**src/rtl/xilinx_pclk_rate_ctrl_if.sv**
```systemverilog
// Handshake/status bundle between the PIPE clock rate sequencer and its controller.
// The controller drives the request side (master); the sequencer owns the mux controls (slave).
interface xilinx_pclk_rate_ctrl_if #(
  parameter int PCIE_LANE = 2,
  parameter int NUM_RATES = 3
);
  logic                   mmcm_lock_i;
  logic [2*PCIE_LANE-1:0] rate_req_i;
  logic                   en_i;
  logic                   err_clr_i;
  logic [1:0]             pclk_sel_o;
  logic [NUM_RATES-1:0]   pclk_ce_o;
  logic [1:0]             cur_rate_o;
  logic                   rate_done_o;
  logic                   pclk_ready_o;
  logic                   busy_o;
  logic                   err_timeout_o;
  logic                   err_lock_lost_o;

  modport master (
    output mmcm_lock_i, rate_req_i, en_i, err_clr_i,
    input  pclk_sel_o, pclk_ce_o, cur_rate_o, rate_done_o, pclk_ready_o,
           busy_o, err_timeout_o, err_lock_lost_o
  );

  modport slave (
    input  mmcm_lock_i, rate_req_i, en_i, err_clr_i,
    output pclk_sel_o, pclk_ce_o, cur_rate_o, rate_done_o, pclk_ready_o,
           busy_o, err_timeout_o, err_lock_lost_o
  );
endinterface

```
**src/rtl/xilinx_pclk_rate_ctrl.sv**
```systemverilog
// Glitch-free PIPE clock rate sequencer: gate, select, ungate, acknowledge, on the control clock.
// Runs only while the filtered MMCM lock holds; reports lock-wait timeout and lock loss.
module xilinx_pclk_rate_ctrl #(
  parameter int PCIE_LANE    = 2,
  parameter int NUM_RATES    = 3,
  parameter int SYNC_STAGES  = 2,
  parameter int SWITCH_GAP   = 8,
  parameter int LOCK_FILTER  = 16,
  parameter int LOCK_TIMEOUT = 1023
) (
  input logic clk_i,
  input logic rst_i,
  xilinx_pclk_rate_ctrl_if.slave bus
);

  localparam int LF_W = $clog2(LOCK_FILTER + 1);
  localparam int TO_W = $clog2(LOCK_TIMEOUT + 1);
  localparam logic [LF_W-1:0] LF_MAX   = LF_W'(LOCK_FILTER);
  localparam logic [TO_W-1:0] TO_MAX   = TO_W'(LOCK_TIMEOUT);
  localparam logic [7:0]      GAP_LAST = 8'(SWITCH_GAP - 1);
  localparam logic [2:0]      NR       = 3'(NUM_RATES);

  typedef enum logic [2:0] {WAIT_LOCK, RUN, GATE, SWITCH, UNGATE, DONE} state_t;

  function automatic logic [NUM_RATES-1:0] onehot(input logic [1:0] r);
    logic [NUM_RATES-1:0] v;
    v = '0;
    for (int k = 0; k < NUM_RATES; k++)
      if (r == 2'(k)) v[k] = 1'b1;
    return v;
  endfunction

  logic [SYNC_STAGES-1:0] lock_sync;
  logic [2*PCIE_LANE-1:0] req_sync [SYNC_STAGES];
  logic [2*PCIE_LANE-1:0] req_s, req_prev;
  logic                   lock_s, lock_ok, lanes_eq, req_valid;
  logic [1:0]             req_rate;
  logic [LF_W-1:0]        filt_cnt;

  state_t               state, state_nxt;
  logic [7:0]           gap_cnt, gap_nxt;
  logic [TO_W-1:0]      to_cnt, to_nxt;
  logic [1:0]           tgt, tgt_nxt, cur_rate, rate_nxt;
  logic                 done_flag, done_flag_nxt, to_set, lost_set;
  logic [NUM_RATES-1:0] ce_q, ce_nxt;
  logic                 done_q, ready_q, busy_q, err_to_q, err_ll_q;

  // Synchroniser stage: every asynchronous input bit passes SYNC_STAGES flops
  always_ff @(posedge clk_i or posedge rst_i) begin
    if (rst_i) begin
      lock_sync <= '0;
      for (int s = 0; s < SYNC_STAGES; s++) req_sync[s] <= '0;
      req_prev  <= '0;
      filt_cnt  <= '0;
    end else begin
      lock_sync   <= {lock_sync[SYNC_STAGES-2:0], bus.mmcm_lock_i};
      req_sync[0] <= bus.rate_req_i;
      for (int s = 1; s < SYNC_STAGES; s++) req_sync[s] <= req_sync[s-1];
      req_prev <= req_s;
      if (!lock_s)                filt_cnt <= '0;
      else if (filt_cnt != LF_MAX) filt_cnt <= filt_cnt + LF_W'(1);
    end
  end

  assign lock_s   = lock_sync[SYNC_STAGES-1];
  assign req_s    = req_sync[SYNC_STAGES-1];
  assign lock_ok  = lock_s && (filt_cnt == LF_MAX);
  assign req_rate = req_s[1:0];

  // A request counts only when every lane agrees, it held for a cycle, and the code exists
  always_comb begin
    lanes_eq = 1'b1;
    for (int n = 1; n < PCIE_LANE; n++)
      if (req_s[2*n +: 2] != req_s[1:0]) lanes_eq = 1'b0;
  end

  assign req_valid = lanes_eq && (req_s == req_prev) && ({1'b0, req_rate} < NR);

  always_comb begin
    state_nxt     = state;
    gap_nxt       = gap_cnt;
    to_nxt        = to_cnt;
    tgt_nxt       = tgt;
    done_flag_nxt = done_flag;
    rate_nxt      = cur_rate;
    lost_set      = 1'b0;
    case (state)
      WAIT_LOCK: begin
        if (lock_ok) begin
          to_nxt        = '0;
          gap_nxt       = '0;
          done_flag_nxt = 1'b0;
          state_nxt     = UNGATE;
        end else if (to_cnt != TO_MAX) begin
          to_nxt = to_cnt + TO_W'(1);
        end
      end
      RUN: begin
        if (req_valid && (req_rate != cur_rate)) begin
          tgt_nxt       = req_rate;
          done_flag_nxt = 1'b1;
          gap_nxt       = '0;
          state_nxt     = GATE;
        end
      end
      GATE: begin
        // Commit on entry to SWITCH so the new select is visible in its first cycle
        if (gap_cnt == GAP_LAST) begin
          rate_nxt  = tgt;
          state_nxt = SWITCH;
        end else begin
          gap_nxt = gap_cnt + 8'd1;
        end
      end
      SWITCH: begin
        gap_nxt   = '0;
        state_nxt = UNGATE;
      end
      UNGATE: begin
        if (gap_cnt == GAP_LAST) state_nxt = done_flag ? DONE : RUN;
        else                     gap_nxt   = gap_cnt + 8'd1;
      end
      DONE: begin
        done_flag_nxt = 1'b0;
        state_nxt     = RUN;
      end
      default: state_nxt = WAIT_LOCK;
    endcase

    // Lock loss abandons any switch that has not yet committed its rate
    if ((state != WAIT_LOCK) && !lock_ok) begin
      state_nxt     = WAIT_LOCK;
      rate_nxt      = cur_rate;
      gap_nxt       = '0;
      done_flag_nxt = 1'b0;
      lost_set      = 1'b1;
    end

    to_set = (state == WAIT_LOCK) && !lock_ok && (to_nxt == TO_MAX);
    ce_nxt = '0;
    if ((state_nxt == RUN) || (state_nxt == UNGATE) || (state_nxt == DONE))
      ce_nxt = onehot(rate_nxt) & {NUM_RATES{bus.en_i}};
  end

  // Output stage: Moore outputs registered from the next state
  always_ff @(posedge clk_i or posedge rst_i) begin
    if (rst_i) begin
      state     <= WAIT_LOCK;
      gap_cnt   <= '0;
      to_cnt    <= '0;
      tgt       <= '0;
      done_flag <= 1'b0;
      cur_rate  <= '0;
      ce_q      <= '0;
      done_q    <= 1'b0;
      ready_q   <= 1'b0;
      busy_q    <= 1'b1;
      err_to_q  <= 1'b0;
      err_ll_q  <= 1'b0;
    end else begin
      state     <= state_nxt;
      gap_cnt   <= gap_nxt;
      to_cnt    <= to_nxt;
      tgt       <= tgt_nxt;
      done_flag <= done_flag_nxt;
      cur_rate  <= rate_nxt;
      ce_q      <= ce_nxt;
      done_q    <= (state_nxt == DONE);
      ready_q   <= (state_nxt == RUN);
      busy_q    <= (state_nxt != RUN);
      err_to_q  <= to_set   | (err_to_q & ~bus.err_clr_i);
      err_ll_q  <= lost_set | (err_ll_q & ~bus.err_clr_i);
    end
  end

  assign bus.pclk_sel_o      = cur_rate;
  assign bus.cur_rate_o      = cur_rate;
  assign bus.pclk_ce_o       = ce_q;
  assign bus.rate_done_o     = done_q;
  assign bus.pclk_ready_o    = ready_q;
  assign bus.busy_o          = busy_q;
  assign bus.err_timeout_o   = err_to_q;
  assign bus.err_lock_lost_o = err_ll_q;

endmodule
```
**src/flat_wrapper.sv**
```systemverilog
// flat-port wrapper written by rule: the top's interface ports become plain ports
module xilinx_pclk_rate_ctrl_flat 
#(
  parameter int PCIE_LANE    = 2,
  parameter int NUM_RATES    = 3,
  parameter int SYNC_STAGES  = 2,
  parameter int SWITCH_GAP   = 8,
  parameter int LOCK_FILTER  = 16,
  parameter int LOCK_TIMEOUT = 1023
)
  (clk_i, rst_i, bus_mmcm_lock_i, bus_rate_req_i, bus_en_i, bus_err_clr_i, bus_pclk_sel_o, bus_pclk_ce_o, bus_cur_rate_o, bus_rate_done_o, bus_pclk_ready_o, bus_busy_o, bus_err_timeout_o, bus_err_lock_lost_o);
  xilinx_pclk_rate_ctrl_if #(.PCIE_LANE(PCIE_LANE), .NUM_RATES(NUM_RATES)) bus_i ();
  input logic clk_i;
  input logic rst_i;
  input wire logic [$bits(bus_i.mmcm_lock_i)-1:0] bus_mmcm_lock_i;
  input wire logic [$bits(bus_i.rate_req_i)-1:0] bus_rate_req_i;
  input wire logic [$bits(bus_i.en_i)-1:0] bus_en_i;
  input wire logic [$bits(bus_i.err_clr_i)-1:0] bus_err_clr_i;
  output wire logic [$bits(bus_i.pclk_sel_o)-1:0] bus_pclk_sel_o;
  output wire logic [$bits(bus_i.pclk_ce_o)-1:0] bus_pclk_ce_o;
  output wire logic [$bits(bus_i.cur_rate_o)-1:0] bus_cur_rate_o;
  output wire logic [$bits(bus_i.rate_done_o)-1:0] bus_rate_done_o;
  output wire logic [$bits(bus_i.pclk_ready_o)-1:0] bus_pclk_ready_o;
  output wire logic [$bits(bus_i.busy_o)-1:0] bus_busy_o;
  output wire logic [$bits(bus_i.err_timeout_o)-1:0] bus_err_timeout_o;
  output wire logic [$bits(bus_i.err_lock_lost_o)-1:0] bus_err_lock_lost_o;
  assign bus_i.mmcm_lock_i = bus_mmcm_lock_i;
  assign bus_i.rate_req_i = bus_rate_req_i;
  assign bus_i.en_i = bus_en_i;
  assign bus_i.err_clr_i = bus_err_clr_i;
  assign bus_pclk_sel_o = bus_i.pclk_sel_o;
  assign bus_pclk_ce_o = bus_i.pclk_ce_o;
  assign bus_cur_rate_o = bus_i.cur_rate_o;
  assign bus_rate_done_o = bus_i.rate_done_o;
  assign bus_pclk_ready_o = bus_i.pclk_ready_o;
  assign bus_busy_o = bus_i.busy_o;
  assign bus_err_timeout_o = bus_i.err_timeout_o;
  assign bus_err_lock_lost_o = bus_i.err_lock_lost_o;
  xilinx_pclk_rate_ctrl #(.PCIE_LANE(PCIE_LANE), .NUM_RATES(NUM_RATES), .SYNC_STAGES(SYNC_STAGES), .SWITCH_GAP(SWITCH_GAP), .LOCK_FILTER(LOCK_FILTER), .LOCK_TIMEOUT(LOCK_TIMEOUT)) u_core (.clk_i(clk_i), .rst_i(rst_i), .bus(bus_i));
endmodule
```
**config.mk**
```make
export PLATFORM = sky130hd
export DESIGN_NAME = xilinx_pclk_rate_ctrl_flat
export DESIGN_NICKNAME = d
export VERILOG_FILES = /design/src/rtl/xilinx_pclk_rate_ctrl_if.sv /design/src/rtl/xilinx_pclk_rate_ctrl.sv /design/src/flat_wrapper.sv
export SDC_FILE = /design/constraint.sdc
export NUM_CORES = 1
export LEC_CHECK = 0
export ABC_AREA = 1
export BUFFER_PORTS_ARGS = -buffer_cell sky130_fd_sc_hd__buf_2
export CORE_ASPECT_RATIO = 0.5
export CORE_MARGIN = 5
export CORE_UTILIZATION = 30
export DETAILED_ROUTE_END_ITERATION = 10
export MAX_ROUTING_LAYER = met4
export PLACE_DENSITY = 0.55
export SLEW_MARGIN = 20
export SYNTH_ARGS = -nofsm -noshare
export SYNTH_HDL_FRONTEND = slang
export SYNTH_SLANG_ARGS = --single-unit
```
**constraint.sdc**
```tcl
create_clock -name clk_i -period 3.3 [get_ports clk_i]
set_input_delay 0.66 -clock clk_i [delete_from_list [all_inputs] [get_ports clk_i]]
set_output_delay 0.66 -clock clk_i [all_outputs]
set_load 0.005 [all_outputs]
```
==> flow_metrics.py <==
metrics = {
    "outcome": {
        "status": "finished clean",
    },
    "placed_design": {
        "gp_congestion": 0.834,
        "placedCellCount": 455,
        "numPortBuffers": 20,
        "detailed_place_hpwl_mm": 3.88,
    },
    "clock_tree": {
        "insertion_delay_ns": 0.29,
        "cts_tree": "built",
        "path_clk_slew_ns": 0.07,
        "cts_hold_buffers": 0,
        "cts_resized": 0,
        "numCtsBuffers": 5,
        "htree_levels": 2,
        "post_cts_buffers": 0,
        "clock-root-buffer": "clkbuf_16",
        "clockBufferDepth": 2,
        "clock_sinks": 53,
    },
    "routing": {
        "via_per_inst": 4.39,
        "final_antenna_net_count": 0,
        "drc": 0,
        "first_pass_iters": 5,
        "num_vias": 2031,
        "wl_per_cell_um": 10.8,
        "wl_mm": 5.01,
        "drt_iter0_markers": 135,
    },
    "power": {
        "power_density_nw_per_um2": 455,
        "ir_drop_mv": 0.185,
        "power_switching_mw": 0.370,
        "p_leak_nw": 1.57,
        "p_clk_share_pct": 38.3,
        "combPwrFrac_pct": 10.0,
        "internal-power_mw": 1.03,
        "pwr-share-seq_pct": 51.7,
        "finalPower_mw": 1.40,
        "p_sw_share_pct": 26.4,
    },
    "final_layout": {
        "syn2layout_area_growth_pct": 13.7,
        "diodes": 0,
        "drive_above_1_share_pct": 23.1,
        "final_cell_mix": "71 x nand2_1, 52 x dfrtp_1, 45 x inv_1",
        "fill_cells": 914,
        "final_nets": 358,
        "stdcell_count": 463,
        "final_common_cell": "nand2_1",
    },
    "sta": {
        "tightest_slew_ns": 0.488,
        "fin_crit_sh_pct": 58.5,
        "finalSetupViolations": 0,
        "layout_min_cycle_time_ns": 1.93,
        "relSlewSlack_pct": 67.4,
        "rsz0062_at_grt": "no",
        "fmax_mhz": 518,
        "hold_viol_final": 0,
        "drv_slew": 0,
        "skew_ns": 0.0106,
        "finalSetupTns_ns": 0,
    },
    "critical_path": {
        "critPathCaptureType": "flop",
        "start_kind": "flop",
        "arrival_ns": 2.11,
        "critPathRequiredTime_ns": 3.48,
        "worstSetupPathType": "flop to flop",
        "crit_fanout": 11,
    },
    "floorplanning": {
        "row_count": 24,
        "pin_count": 21,
        "die_height_um": 77.2,
        "dieArea_um2": 11200,
        "start_util_pct": 30.9,
        "dieWidth_um": 144,
        "core_um2": 8770,
    },
    "logic_synthesis": {
        "synthCells": 321,
        "ys_ff_latch": 53,
        "synth_cell_types": 34,
        "syn_nets": 334,
        "synth_area_um2": 2710,
        "ys_seq_area_share_pct": 49.0,
        "avgSynthCellArea_um2": 8.45,
        "yosys_warnings": 0,
    },
    "global_routing": {
        "grt_overflow": 0,
        "grt_first_pass_wirelength_mm": 9.27,
        "first_global_vias": 2006,
        "antenna_found_initial": 0,
        "track_usage_pct": 10.3,
        "grt_max_degree": 33,
    },
    "run": {
        "drv_cap": 0,
    },
    "worst_hold_path": {
        "hold_path_class": "flop to flop",
    },
}
==> power by group through the flow <==
stage	Combinational [mW]	Sequential (mW)	Clock, mW
floorplan	0.113	0.729	0
global placement	0.141	0.738	0
detailed placement	0.142	0.739	0
CTS	0.143	0.726	0.558
global route	0.168	0.732	0.597
finish	0.140	0.725	0.537
==> layer usage <==
layer	global-route usage, %	wire length (um)	vias to the layer above	share of wire (%)
li1	-	-	1056	-
met5	-	0	-	0
met2	15.1	2240	32	45
met4	2.89	50	0	1.0
met1	14.6	2580	938	51
met3	1.99	141	5	2.8
==> Yosys cell counts (all sizes together) <==
library cell	n	share of area (%)
a21oi	4	1.2
dfrtp	52	48
dfstp	1	0.97
o211ai	1	0.28
nand4	6	1.4
buf	4	1.4
o21bai	1	0.28
o21ai	22	4.8
xor2	3	0.97
nand2	86	14
clkinv	1	0.18
a31oi	1	0.23
xnor2	1	0.32
nand3b	2	0.55
or2	2	0.46
nand3	34	7.6
inv	56	7.9
nor2	35	6.5
nor3	4	0.92
o31ai	1	0.28
ha	4	1.8
==> state kept, by name, indices dropped and copies added, names as in the netlist <==
signal                      count
u_core.bus.busy_o               1
u_core.bus.cur_rate_o           2
u_core.bus.err_lock_lost_o      1
u_core.bus.err_timeout_o        1
u_core.bus.pclk_ce_o            3
u_core.bus.pclk_ready_o         1
u_core.bus.rate_done_o          1
u_core.done_flag                1
u_core.filt_cnt                 5
u_core.gap_cnt                  8
u_core.lock_sync                2
u_core.req_prev                 4
u_core.req_s                    4
u_core.req_sync                 4
u_core.state                    3
u_core.tgt                      2
u_core.to_cnt                  10
==> per-stage QoR <==
step                worst slack [ns]  area, um2  hold slack (ns)  utilization, %
CTS                             1.35       3080            0.358            35.1
floorplan                       1.36       2710            0.331               -
global placement                1.44       2930            0.332            33.4
global route                    1.22       3080            0.370            35.1
detailed placement              1.37       2930            0.340            33.4
finish                          1.37       3080            0.353            35.1
==> worst max-delay path, cell delays in order, from the launching register on <==
cell     delay (ns)
dfrtp_1        0.37
inv_1          0.07
ha_1           0.19
nand2_1        0.06
inv_1          0.07
nand3_4        0.12
nand2_4        0.12
inv_4          0.11
nor2_2         0.06
a21oi_2        0.13
nand3_2        0.29
nand2_1        0.14
o21ai_0        0.08
==> cells by family (layout without fill, tap and decap cells) <==
group | after synthesis | count (layout) | share of synthesized area, %
xor+xnor | 4 | 4 | 1.29
buf+inv | 61 | 86 | 9.51
fa+ha+maj | 4 | 4 | 1.85
compound gates | 30 | 30 | 6.97
flops | 53 | 53 | 49.0
simple gates | 169 | 169 | 31.4
==> cell type report <==
type | count | area, um2 | area share (%)
Tap cell | 117 | 146 | 4.75
Sequential cell | 53 | 1330 | 43.1
Timing Repair Buffer | 21 | 108 | 3.49
Multi-Input combinational cell | 207 | 1130 | 36.5
Inverter | 57 | 220 | 7.15
Clock buffer | 5 | 125 | 4.06
Clock inverter | 3 | 28.8 | 0.934
==> worst paths after layout <==
kind,start,to,slack [ns],cells after the start
max in group asynchronous,rst_i,u_core.bus.busy_o,2.11,3
max,u_core.filt_cnt[0],u_core.gap_cnt[7],1.37,12
min reg2reg,u_core.req_sync[6],u_core.req_s[2],0.35,0
min,u_core.req_sync[6],u_core.req_s[2],0.35,0
max reg2reg,u_core.filt_cnt[0],u_core.gap_cnt[7],1.37,12
min in group asynchronous,rst_i,u_core.to_cnt[7],0.39,2
Note: power is estimated with default switching activity, not from simulation.
